`src/rtl/serial_to_parallel8.sv`:
```
// serial_to_parallel8: serial bit stream to parallel word assembler with a one-word holding buffer.
// Define SER2PAR_PARITY_EN to add an even-parity bit to each frame and a par_err pulse on bad parity.
module serial_to_parallel8 #(
  parameter int WIDTH     = 8,
  parameter bit MSB_FIRST = 1'b1
) (
  input  logic             clk,
  input  logic             reset_n,
  input  logic             s_valid,
  input  logic             s_data,
  input  logic             flush,
  input  logic             p_ready,
  output logic             p_valid,
  output logic [WIDTH-1:0] p_data,
  output logic             ovr,
  input  logic             ovr_clr,
  output logic             par_err
);

`ifdef SER2PAR_PARITY_EN
  localparam int FRAME = WIDTH + 1;
`else
  localparam int FRAME = WIDTH;
`endif
  localparam int CW = $clog2(WIDTH + 1);
  localparam logic [CW-1:0] LAST = CW'(FRAME - 1);

  logic [WIDTH-1:0] r_shift;
  logic [WIDTH-1:0] r_data;
  logic [CW-1:0]    r_cnt;
  logic             r_valid;
  logic             r_ovr;

  logic [WIDTH-1:0] w_shift_nx;
  logic [WIDTH-1:0] w_word;
  logic             w_fire;
  logic             w_done;
  logic             w_good;
  logic             w_load;
  logic             w_over;

  always_comb begin
    w_shift_nx = r_shift;
    if (MSB_FIRST)
      w_shift_nx = {r_shift[WIDTH-2:0], s_data};
    else
      w_shift_nx = {s_data, r_shift[WIDTH-1:1]};
  end

  assign w_fire = s_valid & ~flush;
  assign w_done = w_fire & (r_cnt == LAST);

`ifdef SER2PAR_PARITY_EN
  // On the parity bit the shift register already holds the full data word.
  logic w_bad;
  logic r_perr;

  assign w_word = r_shift;
  assign w_bad  = w_done & (^r_shift ^ s_data);
  assign w_good = w_done & ~w_bad;

  always_ff @(posedge clk or negedge reset_n) begin
    if (!reset_n) r_perr <= 1'b0;
    else          r_perr <= w_bad;
  end

  assign par_err = r_perr;
`else
  assign w_word  = w_shift_nx;
  assign w_good  = w_done;
  assign par_err = 1'b0;
`endif

  assign w_load = w_good & (~r_valid | p_ready);
  assign w_over = w_good & r_valid & ~p_ready;

  always_ff @(posedge clk or negedge reset_n) begin
    if (!reset_n) begin
      r_shift <= '0;
      r_cnt   <= '0;
    end else if (flush) begin
      r_shift <= '0;
      r_cnt   <= '0;
    end else if (s_valid) begin
      r_shift <= w_shift_nx;
      r_cnt   <= w_done ? '0 : r_cnt + CW'(1);
    end
  end

  // A completion in the accept cycle refills the buffer without a bubble.
  always_ff @(posedge clk or negedge reset_n) begin
    if (!reset_n) begin
      r_valid <= 1'b0;
      r_data  <= '0;
    end else if (w_load) begin
      r_valid <= 1'b1;
      r_data  <= w_word;
    end else if (p_ready) begin
      r_valid <= 1'b0;
    end
  end

  always_ff @(posedge clk or negedge reset_n) begin
    if (!reset_n)     r_ovr <= 1'b0;
    else if (w_over)  r_ovr <= 1'b1;
    else if (ovr_clr) r_ovr <= 1'b0;
  end

  assign p_valid = r_valid;
  assign p_data  = r_data;
  assign ovr     = r_ovr;

endmodule

```
`config.mk`:
```
export PLATFORM = sky130hd
export DESIGN_NAME = serial_to_parallel8
export DESIGN_NICKNAME = d
export VERILOG_FILES = /design/src/rtl/serial_to_parallel8.sv
export SDC_FILE = /design/constraint.sdc
export NUM_CORES = 1
export LEC_CHECK = 0
export BUFFER_PORTS_ARGS = -buffer_cell sky130_fd_sc_hd__buf_2
export CORE_AREA = 2 2 45 47
export CTS_BUF_LIST = sky130_fd_sc_hd__clkbuf_8 sky130_fd_sc_hd__clkbuf_16
export DETAILED_ROUTE_END_ITERATION = 10
export DIE_AREA = 0 0 47 49
export HOLD_SLACK_MARGIN = 0.1
export PLACE_DENSITY_LB_ADDON = 0.08
export SLEW_MARGIN = 5
export SYNTH_ARGS = -nofsm -noshare
export SYNTH_HDL_FRONTEND = slang
export SYNTH_SLANG_ARGS = --single-unit
```
`constraint.sdc`:
```
create_clock -name clk -period 1.7 [get_ports clk]
set_clock_uncertainty 0.2 [all_clocks]
set_input_delay 0.085 -clock clk [delete_from_list [all_inputs] [get_ports clk]]
set_output_delay 0.085 -clock clk [all_outputs]
set_load 0.05 [all_outputs]
```
==> qor.yml <==
clocking:
  cts-root-buf: "clkbuf_8"
  clock_latency_ps: 250
  htree_levels: 1
  cts_buffers: 3
  clkSlewWorstSetupHoldPaths_ps: 70
  cts_tree: "built"
  clockBufferDepth: 2
  cts_resized: 0
  holdBufCountCts: 6
  clock_sinks: 21
detailed_routing:
  first_pass_iters: 5
  drt_iter0_markers: 3
  wl_per_cell_microns: 12.32
  drt_wl_total_microns: 1466
  drc_errors: 0
  ant_nets: 0
  vias: 588
  viasPerCell: 4.941
outcome:
  outcome: "finished with violations"
  violations: "negative hold slack"
synth:
  yosys_warnings: 0
  synth_seq_cells: 21
  syn_area_per_cell_sq_um: 13.13
  syn_area_sq_um: 905.9
  syn_nets: 77
  syn_inst: 69
  synth_seq_area_share_pct: 58.01
  ys_types: 24
floorplanning:
  die_h_microns: 49
  start_util_pct: 49.18
  ios: 18
  die_area_sq_um: 2303
  num_rows: 16
  die_x_microns: 47
  core_area_sq_um: 1842
global_routing:
  grt_use_total_pct: 15.86
  antenna_found_initial: 0
  grt_first_pass_wirelength_microns: 2663
  gr-total-overflow: 0
  grt_start_max_net_pins: 22
  grt_pass1_vias: 617
critical_path:
  crit_required_ps: 1640
  path_class: "in2reg"
  crit_arrival_ps: 1600
  crit_fanout: 8
  critical_path.endpoint_type: "flip-flop"
  start_kind: "input pin"
finish:
  n_fill_cell: 162
  fin_area_sq_um: 1112
  regArea_sq_um: 526.8
  nets: 101
  antenna_cells: 0
  drive_above_1_share_pct: 34.78
  area_growth_pct: 22.79
  multi_input_area_sq_um: 355.3
placed_design:
  io_buffers: 16
  placed_cell_area_sq_um: 1007
  dp_hpwl_microns: 989.7
  finalWeightedCongestion: 0.6714
timing:
  period_minus_slack_ps: 1659
  drv_slew: 0
  hold_viol: 1
  hold_slack_ps: -14.70
  finalSetupViolCount: 0
  fmax_ghz: 0.6026
  period_share_pct: 97.62
  rsz0062_at_grt: "false"
  tns_ps: 0
power:
  power.density_nw_per_um2: 792.1
  leakage_nw: 0.5929
  ir_worst_vdd_mv: 0.4769
run:
  max_cap_violations: 0
hold_path:
  hold_path.class: "in2reg"
-- what timing repair did --
item / in CTS / in global routing
setup endpoints to repair: 0 / 0
hold endpoints to repair: 35 / 2
setup buffers: 0 / 0
-- through the flow --
step | std cells | total power [W] | hold slack, ps | setup slack [ps] | util (%)
2_1_floorplan | 69 | 0.0005529 | -410.6 | 17.33 | -
3_3_place_gp | 109 | 0.0005735 | -137.1 | 166.5 | 54.69
3_5_place_dp | 109 | 0.0005746 | -132.9 | 149.7 | 54.69
4_1_cts | 119 | 0.0008974 | -16.42 | 33.45 | 60.39
5_1_grt | 119 | 0.0009279 | 7.090 | 0.6596 | 60.39
6_report | 119 | 0.0008811 | -14.70 | 40.50 | 60.39
-- power breakdown --
part | total [W] | switching (W) | internal (W) | leakage, nW
clock | 0.000307 | 0.000147 | 0.000160 | 0.0269
combinational | 0.0000626 | 0.0000359 | 0.0000267 | 0.277
sequential | 0.000512 | 0.00000567 | 0.000506 | 0.289
total | 0.000881 | 0.000188 | 0.000693 | 0.593
-- synth_stat cells --
cell / instances / share of area (%)
mux2_2: 5 / 6.2
or3_1: 1 / 0.69
nand4_1: 1 / 0.69
inv_1: 1 / 0.41
mux2_4: 3 / 5.0
nor2_1: 9 / 3.7
conb_1: 1 / 0.41
o22ai_1: 1 / 0.69
nand3_1: 1 / 0.55
clkbuf_1: 1 / 0.41
nand2_1: 3 / 1.2
buf_4: 1 / 0.83
nand3b_1: 2 / 1.7
a21oi_1: 2 / 1.1
mux2i_1: 8 / 8.8
dfrtp_1: 21 / 58
nand2b_1: 1 / 0.69
clkbuf_2: 1 / 0.55
nor3b_4: 1 / 2.1
or2b_2: 1 / 0.97
buf_2: 1 / 0.55
ha_1: 1 / 1.4
nand4_4: 1 / 2.3
xor2_1: 1 / 0.97
-- kinds of logic (layout without fill, tap and decap cells) --
logic type	after synthesis	count (layout)	synth area share (%)
buffers and inverters	5	28	2.761
AO/OA/AOI/OAI	3	3	1.796
other	1	1	0.4140
multiplexers	16	16	20.03
flip-flops	21	21	58.01
AND/OR/NAND/NOR	21	21	14.64
adder cells (fa/ha/maj)	1	1	1.381
XOR/XNOR	1	1	0.9670
-- per-layer routing --
metal	track usage, %	up-vias	part of all wire (%)	wire length [microns]
met1	20.29	293	45	662
li1	-	280	-	-
met4	5.556	0	0.89	13
met5	0	-	0	0
met2	25.80	13	50	727
met3	3.333	2	4.3	63
-- worst max-delay path, cell delays in order --
cell and delay, ps:
dlygate4sd3_1 530, buf_2 110, or2b_2 330, nand4_4 190, mux2_2 350
-- cell type report --
| class | instances | area share (%) |
|---|---|---|
| inverter | 1 | 0.3375 |
| sequential | 21 | 47.36 |
| timing repair buffer | 23 | 13.27 |
| tap | 27 | 3.037 |
| multi-input combinational | 43 | 31.95 |
| clock buffer | 3 | 3.712 |
| clock inverter | 1 | 0.3375 |
-- layout by cell type (no fill, tap or decap) --
master         count
conb_1             1
nand4_4            1
mux2_4             3
inv_1              2
a21oi_1            2
nor3b_4            1
nor2_1             9
nand4_1            1
dfrtp_1           20
nand2_1            3
or3_1              1
nand2b_1           1
buf_4              1
dfrtp_2            1
nand3b_1           2
nand3_1            1
clkbuf_8           3
o22ai_1            1
or2b_2             1
mux2i_1            8
xor2_1             1
mux2_2             5
buf_2             16
dlygate4sd3_1      6
ha_1               1
-- state kept, by name, summed over array words and instances, names as in the netlist --
register  cells
p_data        8
r_shift       7
r_cnt         4
ovr           1
p_valid       1
-- path summary, 6_finish.rpt --
check / startpoint / to / slack, ps / depth (start not counted)
hold / removal: flush / p_valid / -10 / 4
hold reg to reg: p_data[2] / p_data[2] / 300 / 1
min in group asynchronous: reset_n / p_valid / 100 / 2
setup / recovery: p_ready / p_data[2] / 40 / 5
setup reg to reg: r_cnt[2] / p_data[4] / 120 / 3
max in group asynchronous: reset_n / p_valid / 860 / 2
Power figures use the tool's default switching activity.
